<file path="config.mk">
export PLATFORM = sky130hd
export DESIGN_NAME = elastic_reg
export DESIGN_NICKNAME = d
export VERILOG_FILES = /design/src/rtl/elastic_reg_pkg.sv /design/src/rtl/elastic_reg_entry.sv /design/src/rtl/elastic_reg.sv
export SDC_FILE = /design/constraint.sdc
export NUM_CORES = 1
export LEC_CHECK = 0
export CORE_UTILIZATION = 54
export DETAILED_ROUTE_END_ITERATION = 6
export GPL_TIMING_DRIVEN = 0
export PLACE_DENSITY = 0.88
export SYNTH_ARGS = -nofsm -noshare
export SYNTH_HDL_FRONTEND = slang
export SYNTH_SLANG_ARGS = --single-unit
</file>
<file path="constraint.sdc">
create_clock -name clk -period 2.4 [get_ports clk]
set_input_delay 0.48 -clock clk [delete_from_list [all_inputs] [get_ports clk]]
set_output_delay 0.48 -clock clk [all_outputs]
set_load 0.05 [all_outputs]
</file>
<file path="src/rtl/elastic_reg_pkg.sv">
// Shared helpers for the elastic pipeline register: width derivation for
// pointers and occupancy count.
package elastic_reg_pkg;

   // Ceiling log2 usable in constant expressions; clog2(1) = 0.
   function automatic int clog2(input int value);
      int result;
      int rem;
      result = 0;
      rem    = value - 1;
      while (rem > 0) begin
         result = result + 1;
         rem    = rem >> 1;
      end
      return result;
   endfunction

   // Occupancy ranges 0..depth inclusive, so it needs one more code than the pointers.
   function automatic int cnt_width(input int depth);
      return clog2(depth + 1);
   endfunction

   // A single-entry slice still needs a one-bit pointer to index storage.
   function automatic int ptr_width(input int depth);
      return (depth > 1) ? clog2(depth) : 1;
   endfunction

endpackage

</file>
<file path="src/rtl/elastic_reg_entry.sv">
// One WIDTH-bit storage word of the elastic register, reset to RESET_VAL and
// written only when its write enable is asserted.
module elastic_reg_entry #(
   parameter int unsigned      WIDTH     = 32,
   parameter logic [WIDTH-1:0] RESET_VAL = {WIDTH{1'b0}}
) (
   input  logic             clk,
   input  logic             rst,
   input  logic             wr_en,
   input  logic [WIDTH-1:0] wr_data,
   output logic [WIDTH-1:0] q
);

   always_ff @(posedge clk) begin
      if (rst) begin
         q <= RESET_VAL;
      end else if (wr_en) begin
         q <= wr_data;
      end
   end

endmodule

</file>
<file path="src/rtl/elastic_reg.sv">
// Elastic pipeline register: DEPTH-entry circular buffer with valid/ready on
// both sides, squash via flush, and a registered occupancy count.
module elastic_reg
   import elastic_reg_pkg::*;
#(
   parameter int unsigned      WIDTH     = 32,
   parameter int unsigned      DEPTH     = 2,
   parameter logic [WIDTH-1:0] RESET_VAL = {WIDTH{1'b0}},
   localparam int unsigned     CNT_W     = cnt_width(DEPTH)
) (
   input  logic             clk,
   input  logic             rst,
   input  logic             flush,
   input  logic             in_valid,
   output logic             in_ready,
   input  logic [WIDTH-1:0] in_data,
   output logic             out_valid,
   input  logic             out_ready,
   output logic [WIDTH-1:0] out_data,
   output logic [CNT_W-1:0] count
);

   localparam int unsigned PTR_W = ptr_width(DEPTH);
   localparam logic [PTR_W-1:0] PTR_LAST = PTR_W'(DEPTH - 1);
   localparam logic [CNT_W-1:0] CNT_FULL = CNT_W'(DEPTH);

   logic [PTR_W-1:0] wp;
   logic [PTR_W-1:0] rp;
   logic [CNT_W-1:0] cnt;
   logic             push;
   logic             pop;
   logic [WIDTH-1:0] entry_q [DEPTH];

   // Explicit wrap so non-power-of-two depths cycle through 0..DEPTH-1 only.
   function automatic logic [PTR_W-1:0] ptr_next(input logic [PTR_W-1:0] ptr);
      return (ptr == PTR_LAST) ? '0 : ptr + 1'b1;
   endfunction

   // Handshake decode: in_ready depends only on registered state and flush,
   // never on out_ready, so a full slice refuses a push even while popping.
   assign in_ready  = (cnt != CNT_FULL) & ~flush;
   assign out_valid = (cnt != '0);
   assign push      = in_valid & in_ready;
   assign pop       = out_valid & out_ready;

   // Storage: one entry per slot, written at the write pointer.
   for (genvar i = 0; i < int'(DEPTH); i++) begin : g_entry
      elastic_reg_entry #(
         .WIDTH     (WIDTH),
         .RESET_VAL (RESET_VAL)
      ) u_entry (
         .clk     (clk),
         .rst     (rst),
         .wr_en   (push & (wp == PTR_W'(i))),
         .wr_data (in_data),
         .q       (entry_q[i])
      );
   end

   assign out_data = entry_q[rp];

   // Pointer and occupancy state; a pop during flush is absorbed with no effect.
   always_ff @(posedge clk) begin
      if (rst || flush) begin
         wp  <= '0;
         rp  <= '0;
         cnt <= '0;
      end else begin
         if (push) begin
            wp <= ptr_next(wp);
         end
         if (pop) begin
            rp <= ptr_next(rp);
         end
         case ({push, pop})
            2'b10:   cnt <= cnt + 1'b1;
            2'b01:   cnt <= cnt - 1'b1;
            default: cnt <= cnt;
         endcase
      end
   end

   assign count = cnt;

endmodule

</file>
Word level (Yosys, flattened, before mapping):

Cells that the tools add are included.

* word-level logic and storage cells: 30
* output and inout port bits: 36
* register bits after elaboration: 68
* bits of input ports: 37

* equal/unequal tests: 3
* order comparisons: 1
* reduce and logical (&&, ||, !) cells: 3
* bitwise logic cells: 8
* add/subtract/negate cells: 4
* mux-type cells: 6

Operator list (number)
* $mux W32: 3
* $and A1 B1 Y1: 5
* $pmux W2 S2: 1
* $reduce_bool A2 Y1: 2
* $add A1 B1 Y1 const B: 2
* $add A2 B1 Y2 const B: 1
* $eq A2 B1 Y1 const B: 1
* $eq A2 B2 Y1 const B: 1
* $ge A2 B2 Y1 const B: 1
* $mux W1: 2
* $ne A2 B2 Y1 const B: 1
* $not A1 Y1: 2
* $not A1 Y2: 1
* $sub A2 B1 Y2 const B: 1
* $logic_or A1 B1 Y1: 1

Longest topological paths before layout:

* depth after elaboration: 5
* mapped depth: 6
* gate-level depth less buffers: 6

By module:

A second synthesis with hierarchy kept.

* cells, all modules: 267
* area, all modules: 2916.5 um2

By module, submodules not included
* elastic_reg_entry: sequential area each 640.6 um2, area an instance 1163.6 um2, times used 2, cells each 103
* elastic_reg: sequential area each 80.1 um2, area an instance 589.3 um2, times used 1, cells each 61

Worst setup path after synthesis:

No wires, ideal clock.

* path kind: reg2out
* from: register cnt[0], in the netlist count[0]
* to: output port in_ready
* data required time: 1.920 ns
* arrival time: 1.547 ns
* cell stages (with the launch flop): 3
* buffers on the path: 0
* setup slack: 0.373 ns
* cells stage by stage: dfxtp_1 nor2b_2 nor2_1

* word-level cells in the longest chain between the ends: 2

RTL lines
* from (decl): RTL line elastic_reg.sv:29 `logic [CNT_W-1:0] cnt;`
* from (signal assigned): RTL line elastic_reg.sv:76 `2'b10: cnt <= cnt + 1'b1;`
* from (signal assigned): RTL line elastic_reg.sv:77 `2'b01: cnt <= cnt - 1'b1;`
* from (signal assigned): RTL line elastic_reg.sv:78 `default: cnt <= cnt;`
* $ne A2 B2 Y1: RTL line elastic_reg.sv:41 `assign in_ready = (cnt != CNT_FULL) & ~flush;`
* $and A1 B1 Y1: RTL line elastic_reg.sv:41
* to (decl): RTL line elastic_reg.sv:15 `output logic in_ready,`

No other way between the ends.

Final worst setup path:

* from: register rp
* to: output port out_data[15]

* word-level cells in the longest chain between the ends: 4

RTL lines
* from (decl): RTL line elastic_reg.sv:28 `logic [PTR_W-1:0] rp;`
* from (signal assigned): RTL line elastic_reg.sv:73 `rp <= ptr_next(rp);`
* $not A1 Y2 (implied by the code): RTL line elastic_reg.sv:60 `assign out_data = entry_q[rp];`
* $mux W32 (implied by the code) (3 in a row): RTL line elastic_reg.sv:60
* to (decl): RTL line elastic_reg.sv:19 `output logic [WIDTH-1:0] out_data,`

No other way between the ends. The select of a mux whose other input is x is not followed.

==> flow_summary.toml <==
[sta]
worst_pin_slew_ns = 0.563
relSlewSlack_pct = 62.4
holdWs_ns = 0.472
finClkSkew_ns = 0.00495
hold_viol = 0
finalSetupViolCount = 0
finalCritPeriodShare_pct = 94.9
slew_viol_final = 0
finalWorstSetupSlack_ns = 0.122
timing.fmax_ghz = 0.439
rsz0062_at_grt = "no"
min_period_ns = 2.28

[global_route]
grt_start_max_net_pins = 13
grt.overflow.total = 0
grt_use_total_pct = 24.3
grt_pass1_wl_um = 11700
antenna_found_initial = 0
grt_pass1_vias = 2502

[logic_synthesis]
synth-edff-count = 0
synth_area_per_cell_um2 = 10.6
ys.flop_type = "dfxtp_1"
synth_cells = 305
synth_fp_nets = 343
synth-seq-cells = 68
synth.cell_area_um2 = 3240
synthArstFlopShare_pct = 0
yosys_warnings = 0
synth-seq-area-share_pct = 42.0
synth_cell_types = 25

[hold_path]
min_path_type = "reg2reg"

[floorplanning]
io_pins = 73
core_area_um2 = 5640
die_w_um = 79.5
fp-row-count = 27
start_util_pct = 57.5
die-area_um2 = 6320
chipHeight_um = 79.5

[detailed_routing]
ant_nets = 0
vias_per_cell = 5.19
vias = 2402
drc = 0
drtPass1Iterations = 4
drt_first_iter_violations = 112
wirelength_um = 7010
drt-wirelength-per-cell_um = 15.1

[setup_path]
crit_start = "rp"
crit_type = "reg2out"
reg2reg_slack_ns = 0.78
rr_startpoint = "count[0]"
startpoint_type = "flop"
reg2reg_depth = 5
r2r-end = "g_entry[1].u_entry.q[18]"
end_kind = "primary output"
crit_required_ns = 1.92
cp-endpoint = "out_data[15]"
critPathMaxFanout = 6
critPathArrivalTime_ns = 1.80

[outcome]
status = "finished clean"

[pwr]
finalPower_mw = 2.52
p_per_area_nw_per_um2 = 599
p_leak_nw = 1.87
ir_worst_vdd_uv = 405

[placement]
dp_hpwl_um = 4970
portBuffers = 71
dp.cells = 448
routabilityCongestion = 0.758
place_ws_ns = -0.0899

[clocking]
clock_sinks = 68
cts_tree = "built"
cts.htree.levels = 3
cts_inserted_buffers = 9
clockBufferDepth = 2
clk_pin_slew_ns = 0.07
postCtsSetupBuffers = 0
clockRootBuffer = "clkbuf_8"
clk_latency_ns = 0.34
ctsHoldBuffers = 0
postCtsResizedCells = 34

[final_layout]
utilization_pct = 74.7
final_cell_mix = "nand2b_1 (98), dfxtp_1 (67), mux2i_1 (64)"
multi_input_area_um2 = 1770
syn_to_final_growth_pct = 29.9
nets = 424
final_common_cell = "nand2b_1"
nFillCells = 429
diodes = 0
drive_above_1_share_pct = 7.16
fin_cells = 463
seqCellArea_um2 = 1360

[job]
timing.max_cap.violations = 0
==> how the worst min path moves through the flow <==
stage	startpoint	to	depth (start not counted)
after floorplan	g_entry[0].u_entry.q[24]	g_entry[0].u_entry.q[24]	2
after global placement	g_entry[0].u_entry.q[30]	g_entry[0].u_entry.q[30]	2
after detailed placement	g_entry[0].u_entry.q[29]	g_entry[0].u_entry.q[29]	2
after CTS	g_entry[0].u_entry.q[10]	g_entry[0].u_entry.q[10]	2
after global routing	g_entry[1].u_entry.q[19]	g_entry[1].u_entry.q[19]	2
final	g_entry[1].u_entry.q[19]	g_entry[1].u_entry.q[19]	2
==> metrics by stage <==
step / setup TNS [ns] / cell area (um^2)
2_1_floorplan: 0 / 3240
3_3_place_gp: -0.419 / 4040
3_5_place_dp: -0.976 / 4040
4_1_cts: 0 / 4210
5_1_grt: 0 / 4210
6_report: 0 / 4210
==> kinds of logic after synthesis <==
family,after synthesis,share of synthesized area (%)
AND/OR/NAND/NOR,111,21.5
AO/OA/AOI/OAI,5,1.00
multiplexers,96,30.9
adder cells (fa/ha/maj),1,0.386
XOR/XNOR,3,0.810
buffers and inverters,21,3.51
flip-flops,68,42.0
==> layer usage <==
metal  vias to the layer above  GRT usage (%)  part of all wire [%]
met4                         0           10.4                   1.8
met2                        51           42.2                    51
li1                       1184              -                     -
met5                         -              0                     0
met1                      1156           29.1                    44
met3                        11           4.34                   3.2
==> power by group <==
group	switching, mW	internal, mW	leakage, nW	total, mW
Clock	0.439	0.506	0.0983	0.945
Combinational	0.224	0.173	1.22	0.397
Sequential	0.0189	1.16	0.553	1.18
==> cells in the mapped netlist (3+ instances only) <==
cell type	count	area [um^2]
mux2_1	32	360
dfxtp_1	68	1360
buf_6	3	33.8
clkbuf_1	11	41.3
mux2i_1	64	641
buf_2	4	20.0
nand2b_1	98	613
==> worst max-delay path, stage by stage (launching register included) <==
cell	delay, ns
dfxtp_2	0.41
mux2_1	0.35
clkdlybuf4s50_1	0.70
==> state kept, by name, indices dropped and copies added (netlist names) <==
signal,flops
g_entry.u_entry.q,64
count,2
rp,1
wp,1
==> final cells by class <==
type / count / share of cell area, %
buffer: 20 / 2.79
clock buffer: 10 / 3.27
multi-input combinational: 216 / 42.0
sequential: 68 / 32.4
tap: 72 / 2.14
timing repair buffer: 71 / 16.0
clock inverter: 6 / 1.52
Note: power is estimated with default switching activity, not from simulation.
